## src/rtl/sdiv_pkg.sv

```systemverilog
// Shared widths, state encoding and helpers for the sdiv signed divider.
package sdiv_pkg;

   localparam int DVD_W = 12;
   localparam int DVS_W = 7;
   localparam int REM_W = 8;
   localparam int CNT_W = 4;

   localparam logic [CNT_W-1:0] LAST_STEP = CNT_W'(DVD_W - 1);
   localparam logic [CNT_W-1:0] DZ_WAIT   = CNT_W'(2);

   localparam logic [DVD_W-1:0] QUOT_POS_SAT = 12'h7FF;
   localparam logic [DVD_W-1:0] QUOT_NEG_SAT = 12'h800;

   typedef enum logic [1:0] {
      IDLE = 2'd0,
      CALC = 2'd1,
      SIGN = 2'd2,
      DONE = 2'd3
   } state_t;

   // 12-bit wrap makes |-2048| come out as 0x800, which is exact as unsigned.
   function automatic logic [DVD_W-1:0] magnitude(input logic [DVD_W-1:0] v);
      return v[DVD_W-1] ? (DVD_W'(0) - v) : v;
   endfunction

endpackage

```

## src/rtl/sdiv_step.sv

```systemverilog
// One restoring-division step: shift in a dividend bit, trial-subtract, restore.
module sdiv_step
   import sdiv_pkg::*;
(
   input  logic [DVS_W-1:0] rem_in,
   input  logic             bit_in,
   input  logic [DVS_W-1:0] dvs,
   output logic [DVS_W-1:0] rem_out,
   output logic             q_bit
);

   logic [DVS_W:0] shifted;

   assign shifted = {rem_in, bit_in};
   assign q_bit   = (shifted >= {1'b0, dvs});
   // The difference is always below dvs, so the low bits alone are exact.
   assign rem_out = q_bit ? (shifted[DVS_W-1:0] - dvs) : shifted[DVS_W-1:0];

endmodule

```

## src/rtl/sdiv.sv

```systemverilog
// Sequential signed/unsigned divider, 12 cycles of restoring division.
// Define SDIV_ROUND_EN to round the quotient magnitude to nearest.
module sdiv
   import sdiv_pkg::*;
(
   input  logic             clk,
   input  logic             reset,
   input  logic             start,
   input  logic [DVD_W-1:0] dvd,
   input  logic [DVS_W-1:0] dvs,
   output logic [DVD_W-1:0] quot,
   output logic [REM_W-1:0] rem,
   output logic             busy,
   output logic             done,
   output logic             dz
);

   state_t           state_reg;
   logic [CNT_W-1:0] cnt_reg;
   logic [DVD_W-1:0] mag_reg;
   logic [DVS_W-1:0] part_reg;
   logic [DVS_W-1:0] dvs_reg;
   logic             neg_reg;
   logic [DVD_W-1:0] quot_reg;
   logic [REM_W-1:0] rem_reg;
   logic             done_reg;
   logic             dz_reg;

   logic [DVS_W-1:0] step_rem;
   logic             step_q;
   logic             round_up;
   logic [DVD_W-1:0] q_mag;

   sdiv_step u_step (
      .rem_in  (part_reg),
      .bit_in  (mag_reg[DVD_W-1]),
      .dvs     (dvs_reg),
      .rem_out (step_rem),
      .q_bit   (step_q)
   );

`ifdef SDIV_ROUND_EN
   assign round_up = ({part_reg, 1'b0} >= {1'b0, dvs_reg});
`else
   assign round_up = 1'b0;
`endif

   assign q_mag = mag_reg + {{(DVD_W-1){1'b0}}, round_up};

   always_ff @(posedge clk or posedge reset) begin
      if (reset) begin
         state_reg <= IDLE;
         cnt_reg   <= '0;
         mag_reg   <= '0;
         part_reg  <= '0;
         dvs_reg   <= '0;
         neg_reg   <= 1'b0;
         quot_reg  <= '0;
         rem_reg   <= '0;
         done_reg  <= 1'b0;
         dz_reg    <= 1'b0;
      end else begin
         case (state_reg)
            IDLE: begin
               done_reg <= 1'b0;
               if (start) begin
                  mag_reg  <= magnitude(dvd);
                  dvs_reg  <= dvs;
                  neg_reg  <= dvd[DVD_W-1];
                  part_reg <= '0;
                  if (dvs == '0) begin
                     state_reg <= DONE;
                     cnt_reg   <= DZ_WAIT;
                  end else begin
                     state_reg <= CALC;
                     cnt_reg   <= LAST_STEP;
                  end
               end
            end
            CALC: begin
               // Dividend bits leave the top of mag_reg as quotient bits enter the bottom.
               part_reg <= step_rem;
               mag_reg  <= {mag_reg[DVD_W-2:0], step_q};
               if (cnt_reg == '0) begin
                  state_reg <= SIGN;
               end else begin
                  cnt_reg <= cnt_reg - CNT_W'(1);
               end
            end
            SIGN: begin
               quot_reg  <= neg_reg ? (DVD_W'(0) - q_mag) : q_mag;
               rem_reg   <= neg_reg ? (REM_W'(0) - {1'b0, part_reg}) : {1'b0, part_reg};
               dz_reg    <= 1'b0;
               done_reg  <= 1'b1;
               state_reg <= DONE;
            end
            DONE: begin
               // Divide-by-zero arrives here directly and waits out a fixed two-cycle latency.
               if (done_reg) begin
                  done_reg  <= 1'b0;
                  state_reg <= IDLE;
               end else if (cnt_reg <= CNT_W'(1)) begin
                  quot_reg <= neg_reg ? QUOT_NEG_SAT : QUOT_POS_SAT;
                  rem_reg  <= '0;
                  dz_reg   <= 1'b1;
                  done_reg <= 1'b1;
                  cnt_reg  <= '0;
               end else begin
                  cnt_reg <= cnt_reg - CNT_W'(1);
               end
            end
            default: state_reg <= IDLE;
         endcase
      end
   end

   assign quot = quot_reg;
   assign rem  = rem_reg;
   assign dz   = dz_reg;
   assign done = done_reg;
   assign busy = (state_reg != IDLE);

endmodule

```

## config.mk

```make
export PLATFORM = sky130hd
export DESIGN_NAME = sdiv
export DESIGN_NICKNAME = d
export VERILOG_FILES = /design/src/rtl/sdiv_pkg.sv /design/src/rtl/sdiv_step.sv /design/src/rtl/sdiv.sv
export SDC_FILE = /design/constraint.sdc
export NUM_CORES = 1
export LEC_CHECK = 0
export BUFFER_PORTS_ARGS = -buffer_cell sky130_fd_sc_hd__clkbuf_2
export CORE_MARGIN = 5
export CORE_UTILIZATION = 59
export DETAILED_ROUTE_END_ITERATION = 6
export PLACE_DENSITY = 0.9
export SLEW_MARGIN = 20
export SYNTH_ARGS = -nofsm -noshare
export SYNTH_HDL_FRONTEND = slang
export SYNTH_SLANG_ARGS = --single-unit
```

## constraint.sdc

```tcl
create_clock -name clk -period 3 [get_ports clk]
set_input_delay 0.45 -clock clk [delete_from_list [all_inputs] [get_ports clk]]
set_output_delay 0.45 -clock clk [all_outputs]
set_load 0.01 [all_outputs]
```

==> impl_metrics.json, run 1 <==
{
  "status": "completed",
  "power_density_nw_per_um2": 1180,
  "pwr-share-comb": 0.600,
  "ys.flop_type": "dfrtp_1",
  "critPathLaunchType": "flip-flop",
  "routedWlPerCell_um": 15.8,
  "drc": 0,
  "period_minus_slack_ns": 2.67,
  "ios": 45,
  "clkPwrFrac": 0.090,
  "drtAntennaViolNets": 0,
  "postSynth.asyncResetShare": 1.00,
  "synthDistinctLibCells": 69,
  "critPathKind": "reg -> reg",
  "clock-sinks": 55,
  "synth-seq-area-share": 0.380,
  "tritoncts": "built",
  "dp_slack_ns": 0.450,
  "p_int_mw": 2.45,
  "antenna_found_initial": 0,
  "syn_area_sq_um": 3620,
  "vias_per_cell": 6.16,
  "p_switching_mw": 2.23,
  "cts_resized": 0,
  "grt_max_degree": 56,
  "drive_gt1_frac": 0.190,
  "numCtsBuffers": 5,
  "end_kind": "flip-flop",
  "max_slew_margin": 0.372,
  "num_rows": 28,
  "worstPathRequired_ns": 3.20,
  "syn-mean-instance-area_sq_um": 9.01,
  "fin_crit_sh": 0.889,
  "setup_viol": 0,
  "clk_pin_slew_ns": 0.11,
  "first_global_vias": 3028,
  "initial_core_util": 0.608,
  "port_buffers": 44,
  "drv_cap": 0,
  "ys_seq_elements": 55,
  "netSwitchingFraction": 0.477,
  "critPathArrivalTime_ns": 2.87,
  "grtUsageTotal": 0.224,
  "wirelength_um": 8160,
  "timing.fmax_mhz": 375,
  "clock_latency_ns": 0.32,
  "synthCells": 402,
  "n_antenna_cell": 0,
  "drv_slew": 0,
  "syn_to_final_growth_pct": 10.1,
  "finalSetupTns_ns": 0,
  "post_cts_buffers": 0,
  "die_y_um": 88.3,
  "hold_viol": 0,
  "place.gp.congestion": 0.912,
  "htree_levels": 2,
  "cts-hold-fix-buffers": 0,
  "hp-class": "in -> async",
  "power_frac_seq": 0.310,
  "drt_iter0_drc": 273,
  "nNetsFinal": 483,
  "clk_path_buf_depth": 2,
  "grt_pass1_wl_um": 14000,
  "rsz0062_at_grt": "no",
  "vdd_drop_max_uv": 696,
  "via_count": 3192,
  "place_hpwl_um": 6020,
  "core_region_area_sq_um": 5960,
  "worstMarginPinSlew_ns": 0.941,
  "syn-num-nets": 443,
  "ctsRootBufferMaster": "clkbuf_8",
  "clock_skew_ns": 0.0122,
  "grt-ovfl-total": 0,
  "worst-path-max-fanout": 11,
  "fin_ws_ns": 0.333,
  "die_area_sq_um": 7800,
  "yosysWarnings": 0,
  "die_width_um": 88.3,
  "drt_pass1_iterations": 5,
  "synth_edf_count": 0,
  "leakagePower_nw": 1.84
}
-- critical path, cell delays in order, from the launching register on --
cell	delay, ns
dfrtp_1	0.38
inv_1	0.10
ha_1	0.21
fa_1	0.39
nand2b_1	0.20
a21oi_1	0.20
o221ai_1	0.43
and4_1	0.36
a221o_1	0.25
-- logic make-up after synthesis --
family          synth area share
mux                       0.0553
flops                      0.380
fa+ha+maj                 0.0677
buf+inv                   0.0594
compound gates             0.226
xor+xnor                  0.0363
simple gates               0.175
-- metrics by stage --
step	instance area (sq um)	hold slack (ns)	instances	total power [mW]	util
2_1_floorplan	3620	0.479	402	3.57	-
3_3_place_gp	3900	0.461	510	4.10	0.654
3_5_place_dp	3900	0.483	510	4.22	0.654
4_1_cts	3990	0.368	518	4.66	0.669
5_1_grt	3990	0.342	518	5.11	0.669
6_report	3990	0.279	518	4.68	0.669
-- cell usage after synthesis (2+ instances only) --
cell	instances	area [sq um]
nand4_1	5	31.3
nand2_1	37	139
nand3_1	4	20.0
o22ai_1	8	50.1
a211o_1	11	96.3
inv_1	27	101
or4_1	2	15.0
a31oi_1	2	12.5
o32a_1	2	20.0
o31ai_1	5	37.5
o221ai_1	2	17.5
xnor2_1	9	78.8
nor2_1	35	131
o211ai_1	7	52.6
buf_2	2	10.0
nor3b_1	2	15.0
ha_1	18	225
buf_6	3	33.8
nor2b_1	7	43.8
mux2i_1	11	110
clkbuf_1	12	45.0
mux2_2	8	90.1
dfrtp_1	55	1380
a21o_1	4	30.0
inv_2	2	7.51
nor3_1	6	30.0
o21ai_0	7	35.0
xor2_1	6	52.6
or3_1	2	12.5
o21ai_1	26	130
o311ai_1	3	26.3
o21a_1	2	15.0
nand2b_1	6	37.5
a221o_1	2	20.0
a21oi_1	28	140
-- final cells by class --
type | instances | area [sq um]
repair buffers | 52 | 280
well taps | 75 | 93.8
flip-flops and latches | 55 | 1380
clock buffers | 5 | 68.8
clock inverters | 3 | 20.0
multi-input cells | 299 | 2040
inverters | 29 | 110
fillers | 490 | 1970
-- path summary, 6_finish.rpt --
kind / from / endpoint / slack, ns / cells after the start
max in group asynchronous: reset / cnt_reg[1]$_DFFE_PP0P_ / 2.16 / 2
max reg2reg: mag_reg[11]$_DFFE_PP0P_ / part_reg[2]$_DFFE_PP0P_ / 0.33 / 8
min reg2reg: dz$_DFFE_PP0P_ / dz$_DFFE_PP0P_ / 0.49 / 1
min in group clk: dvs[6] / dvs_reg[6]$_DFFE_PP0P_ / 0.37 / 2
min: reset / quot[2]$_DFFE_PP0P_ / 0.28 / 2
max: mag_reg[11]$_DFFE_PP0P_ / part_reg[2]$_DFFE_PP0P_ / 0.33 / 8
-- per-layer routing --
layer	track usage	share of wire	vias to the layer above
li1	-	-	1536
met2	0.347	0.46	143
met4	0.0769	0.018	0
met5	0	0	-
met3	0.0410	0.079	18
met1	0.316	0.44	1495
-- placed cells by master, fill, tap and decap left out, drive strengths merged, types with 3 or more instances in the layout --
cell | synthesis | final
a21o | 4 | 4
o31ai | 5 | 5
or4 | 3 | 3
nor3 | 7 | 7
nand4 | 5 | 5
nand3 | 4 | 4
o22ai | 8 | 8
clkbuf | 13 | 49
mux2i | 11 | 11
mux2 | 8 | 8
nand2b | 6 | 6
nor2 | 35 | 35
dfrtp | 55 | 55
o21ai | 33 | 33
o211ai | 7 | 7
ha | 18 | 18
inv | 29 | 28
a211o | 11 | 11
buf | 6 | 8
nand2 | 37 | 37
a21oi | 29 | 29
xnor2 | 9 | 9
nor2b | 7 | 7
xor2 | 6 | 6
or3 | 4 | 4
o311ai | 4 | 4
-- power groups by stage --
stage	clock network (mW)	logic, mW	registers, mW
finish	0.421	2.81	1.45
global route	0.457	3.15	1.50
CTS	0.424	2.79	1.44
detailed placement	0	2.76	1.46
global placement	0	2.66	1.44
floorplan	0	2.15	1.42
(Power assumes the default switching activity.)
==> run 2, diff against run 1 <==
--- a/config.mk
+++ b/config.mk
@@ -7,9 +7,9 @@
 export LEC_CHECK = 0
 export BUFFER_PORTS_ARGS = -buffer_cell sky130_fd_sc_hd__clkbuf_2
 export CORE_MARGIN = 5
-export CORE_UTILIZATION = 59
+export CORE_UTILIZATION = 63
 export DETAILED_ROUTE_END_ITERATION = 6
-export PLACE_DENSITY = 0.9
+export PLACE_DENSITY = 0.95
 export SLEW_MARGIN = 20
 export SYNTH_ARGS = -nofsm -noshare
 export SYNTH_HDL_FRONTEND = slang
==> constraint.sdc (replaced) <==
create_clock -name clk -period 3.25 [get_ports clk]
set_input_delay 0.4875 -clock clk [delete_from_list [all_inputs] [get_ports clk]]
set_output_delay 0.4875 -clock clk [all_outputs]
set_load 0.01 [all_outputs]
==> run 2 against run 1 <==
Effect of this change: fmax shrank 1.3%; first-iteration DRC count is 58% higher; core utilization increased by 5.5 points; clock power rose by 27%; sequential share of layout area fell by 0.22 points; global-route usage rose by 2.9 points; die area fell by 5.6%; critical path depth unchanged; power shrank 3.0%; sequential cell count unchanged; final area rose by 0.63%; critical path type unchanged; critical endpoint unchanged.
==> impl_metrics.json, run 2 (same netlist as run 1, synthesis figures left out) <==
{
  "die_width_um": 85.8,
  "post_cts_buffers": 0,
  "wirelength_um": 9020,
  "setup_viol": 0,
  "port_buffers": 44,
  "period_minus_slack_ns": 2.70,
  "place.gp.congestion": 0.966,
  "core_region_area_sq_um": 5540,
  "cts-hold-fix-buffers": 0,
  "routedWlPerCell_um": 17.6,
  "final_core_util": 0.724,
  "critPathKind": "reg -> reg",
  "timing.fmax_mhz": 370,
  "clk_path_buf_depth": 2,
  "clock_latency_ns": 0.31,
  "nNetsFinal": 481,
  "vdd_drop_max_uv": 741,
  "drive_gt1_frac": 0.184,
  "grt_max_degree": 56,
  "die_area_sq_um": 7360,
  "vias_per_cell": 6.41,
  "rsz0062_at_grt": "no",
  "grt_pass1_wl_um": 15200,
  "drt_pass1_iterations": 5,
  "initial_core_util": 0.654,
  "place_hpwl_um": 6180,
  "finalSetupTns_ns": 0,
  "htree_levels": 2,
  "numCtsBuffers": 5,
  "worstPathRequired_ns": 3.45,
  "worst-path-max-fanout": 11,
  "hp-class": "in -> async",
  "ctsRootBufferMaster": "clkbuf_8",
  "via_count": 3290,
  "final_cell_mix": "55 x dfrtp_1, 44 x clkbuf_2, 37 x nand2_1",
  "power_density_nw_per_um2": 1130,
  "drtAntennaViolNets": 0,
  "syn_to_final_growth_pct": 10.8,
  "post_dp_cell_area_sq_um": 3880,
  "clk_pin_slew_ns": 0.10,
  "clock_skew_ns": 0.00716,
  "placed_cells": 505,
  "grtUsageTotal": 0.253,
  "drv_cap": 0,
  "layout_commonest_cell": "dfrtp_1",
  "cts_resized": 0,
  "ios": 45,
  "critPathLaunchType": "flip-flop",
  "worstMarginPinSlew_ns": 0.931,
  "drv_slew": 0,
  "tritoncts": "built",
  "num_rows": 27,
  "fin_area_sq_um": 4010,
  "fin_crit_sh": 0.832,
  "first_global_vias": 3176,
  "end_kind": "flip-flop",
  "antenna_found_initial": 0,
  "holdWs_ns": 0.325,
  "instances_no_fill": 513,
  "drc": 0,
  "n_antenna_cell": 0,
  "critPathArrivalTime_ns": 2.90,
  "hold_viol": 0,
  "drt_iter0_drc": 430,
  "die_y_um": 85.8,
  "leakagePower_nw": 1.85,
  "status": "completed",
  "fillCellCount": 396,
  "max_slew_margin": 0.379,
  "grt-ovfl-total": 0,
  "clock-sinks": 55
}
-- run 2: changes by cell type in the layout (fill, tap and decap cells not counted) --
cell,change
buf_4,-2
clkinv_2,-1
bufinv_16,+2
clkinvlp_4,-2
clkbuf_1,+1
-- run 2: critical path, stage by stage, from the launching register on --
cell	delay, ns
dfrtp_1	0.41
inv_1	0.15
ha_1	0.21
fa_1	0.22
nand2b_1	0.19
a21oi_1	0.10
o221ai_1	0.69
nand2_1	0.26
a221o_1	0.36
-- run 2: area by class of cell --
cell class              instances  area (sq um)  share of cell area
clock buffers                   6          72.6              0.0181
clock inverters                 2          60.1              0.0150
inverters                      29           110              0.0274
multi-input cells             299          2040               0.508
flip-flops and latches         55          1380               0.343
well taps                      72          90.1              0.0225
repair buffers                 50           265              0.0661
-- run 2: path summary, 6_finish.rpt --
path                                         start                 endpoint  slack (ns)  cells past startpoint
hold reg to reg                     dz$_DFFE_PP0P_           dz$_DFFE_PP0P_        0.48                      1
max in group asynchronous                    reset   dvs_reg[6]$_DFFE_PP0P_        2.38                      2
setup reg to reg           mag_reg[11]$_DFFE_PP0P_  part_reg[2]$_DFFE_PP0P_        0.55                      8
min in group clk                            dvs[3]   dvs_reg[3]$_DFFE_PP0P_        0.41                      2
hold / removal                               reset       rem[5]$_DFFE_PP0P_        0.32                      2
setup / recovery           mag_reg[11]$_DFFE_PP0P_  part_reg[2]$_DFFE_PP0P_        0.55                      8
-- run 2: through the flow --
stage          setup slack [ns]  total power, mW
2_1_floorplan              1.20             3.29
3_3_place_gp              0.802             3.74
3_5_place_dp              0.635             3.90
4_1_cts                   0.579             4.50
5_1_grt                   0.321             4.89
6_report                  0.547             4.54
-- run 2: power breakdown --
part           internal, mW  switching, mW
Sequential             1.01          0.361
Clock                 0.308          0.228
Combinational          1.09           1.54
Total                  2.41           2.13
-- run 2: routing by layer --
metal	GRT usage	vias up	wire length, um	part of all wire
met2	0.412	178	4350	0.48
met1	0.343	1558	3750	0.42
li1	-	1527	-	-
met4	0.0878	0	213	0.024
met5	0	-	0	0
met3	0.0403	27	712	0.079
==> run 3, diff against run 2 <==
--- a/config.mk
+++ b/config.mk
@@ -7,9 +7,9 @@
 export LEC_CHECK = 0
 export BUFFER_PORTS_ARGS = -buffer_cell sky130_fd_sc_hd__clkbuf_2
 export CORE_MARGIN = 5
-export CORE_UTILIZATION = 63
+export CORE_UTILIZATION = 53
 export DETAILED_ROUTE_END_ITERATION = 6
-export PLACE_DENSITY = 0.95
+export PLACE_DENSITY = 0.86
 export SLEW_MARGIN = 20
 export SYNTH_ARGS = -nofsm -noshare
 export SYNTH_HDL_FRONTEND = slang
==> constraint.sdc (replaced) <==
create_clock -name clk -period 2.4 [get_ports clk]
set_input_delay 0.36 -clock clk [delete_from_list [all_inputs] [get_ports clk]]
set_output_delay 0.36 -clock clk [all_outputs]
set_load 0.01 [all_outputs]
==> run 3 against run 2 <==
Effect of this change: register-to-register slack got worse by 0.41 ns; non-clock buffer count is 10 higher; sequential cell count is the same; combinational power rose by 39%; die area increased by 17%; clock power up 15%; routed wire length shrank 7.3%; largest power group unchanged.
==> impl_metrics.json, run 3 (same netlist as run 1, synthesis figures left out) <==
{
  "status": "completed",
  "rrSetupSlack_ns": 0.13,
  "drv_cap": 0,
  "first_global_vias": 3022,
  "critPathKind": "reg -> reg",
  "nNetsFinal": 491,
  "n_antenna_cell": 0,
  "antenna_found_initial": 0,
  "numCtsBuffers": 5,
  "final_core_util": 0.607,
  "layout_commonest_cell": "dfrtp_1",
  "clock_latency_ns": 0.31,
  "ctsRootBufferMaster": "clkbuf_8",
  "tritoncts": "built",
  "hp-class": "in -> async",
  "clock-sinks": 55,
  "timing.fmax_mhz": 441,
  "worstPathRequired_ns": 2.63,
  "drv_slew": 0,
  "worstMarginPinSlew_ns": 0.688,
  "placed_cells": 523,
  "setup_viol": 0,
  "core_region_area_sq_um": 6720,
  "period_minus_slack_ns": 2.27,
  "ios": 45,
  "worst-path-max-fanout": 6,
  "drt_pass1_iterations": 4,
  "via_count": 3196,
  "grt-ovfl-total": 0,
  "port_buffers": 44,
  "place_hpwl_um": 6340,
  "grt_pass1_wl_um": 14400,
  "clk_path_buf_depth": 2,
  "syn_to_final_growth_pct": 12.7,
  "clk_pin_slew_ns": 0.10,
  "drtAntennaViolNets": 0,
  "initial_core_util": 0.539,
  "num_rows": 30,
  "routedWlPerCell_um": 15.8,
  "fin_crit_sh": 0.944,
  "vias_per_cell": 6.03,
  "die_width_um": 92.7,
  "drt_iter0_drc": 180,
  "critPathArrivalTime_ns": 2.49,
  "final_cell_mix": "55 x dfrtp_1, 44 x clkbuf_2, 37 x nand2_1",
  "die_area_sq_um": 8580,
  "grt_max_degree": 56,
  "hold_viol": 0,
  "end_kind": "flip-flop",
  "die_y_um": 92.7,
  "instances_no_fill": 530,
  "htree_levels": 2,
  "vdd_drop_max_uv": 681,
  "drc": 0,
  "clock_skew_ns": 0.00664,
  "leakagePower_nw": 1.88,
  "wirelength_um": 8360,
  "critPathLaunchType": "flip-flop",
  "place.gp.congestion": 0.940,
  "drive_gt1_frac": 0.207,
  "power_density_nw_per_um2": 1490,
  "fillCellCount": 587,
  "post_cts_buffers": 0,
  "grtUsageTotal": 0.201,
  "max_slew_margin": 0.542
}
==> run 3: final cells by class <==
type,count,area (sq um),share of cell area
repair buffers,60,340,0.0834
multi-input cells,299,2050,0.502
inverters,29,109,0.0267
flip-flops and latches,55,1380,0.337
well taps,80,100,0.0245
clock inverters,2,37.5,0.00920
clock buffers,5,68.8,0.0169
==> run 3: per-stage QoR <==
| step | hold WS [ns] | setup TNS [ns] | power, mW | instance area, sq um | setup slack [ns] |
|---|---|---|---|---|---|
| 2_1_floorplan | 0.479 | 0 | 4.46 | 3620 | 0.351 |
| 3_3_place_gp | 0.463 | 0 | 5.23 | 3960 | 0.235 |
| 3_5_place_dp | 0.473 | 0 | 5.40 | 3960 | 0.137 |
| 4_1_cts | 0.234 | 0 | 6.03 | 4070 | 0.0964 |
| 5_1_grt | 0.287 | -0.00609 | 6.61 | 4080 | -0.00609 |
| 6_report | 0.205 | 0 | 6.07 | 4080 | 0.134 |
==> run 3: worst paths after layout <==
| path | from | cells after the start | end |
|---|---|---|---|
| setup / recovery | mag_reg[11]$_DFFE_PP0P_ | 9 | part_reg[5]$_DFFE_PP0P_ |
| hold / removal | reset | 3 | rem[7]$_DFFE_PP0P_ |
| setup reg to reg | mag_reg[11]$_DFFE_PP0P_ | 9 | part_reg[5]$_DFFE_PP0P_ |
| hold reg to reg | dz$_DFFE_PP0P_ | 1 | dz$_DFFE_PP0P_ |
| max in group asynchronous | reset | 3 | dvs_reg[5]$_DFFE_PP0P_ |
| min in group clk | dvs[6] | 2 | dvs_reg[6]$_DFFE_PP0P_ |
==> run 3: worst max-delay path, cell delays in order (launching register included) <==
cell      delay [ns]
dfrtp_1         0.38
inv_1           0.10
ha_1            0.22
fa_1            0.40
nand2b_1        0.21
a21oi_2         0.18
o221ai_2        0.14
buf_4           0.18
a32o_1          0.22
o211ai_1        0.17
==> run 3: power breakdown <==
part | total, mW | switching, mW | leakage, nW | internal [mW]
clock network | 0.614 | 0.308 | 0.0502 | 0.306
registers | 1.81 | 0.438 | 0.673 | 1.37
logic | 3.65 | 2.07 | 1.16 | 1.58
==> run 3: routing by layer <==
metal	track usage	vias to the layer above	part of all wire	wire length, um
li1	-	1550	-	-
met1	0.280	1530	0.45	3760
met2	0.337	105	0.49	4060
met3	0.0244	11	0.052	433
met4	0.0476	0	0.013	108
met5	0	-	0	0
==> run 3: what timing repair did <==
item,4_1_cts,5_1_grt
resized for setup,0,3
setup endpoints to repair,0,6
hold buffers,0,0
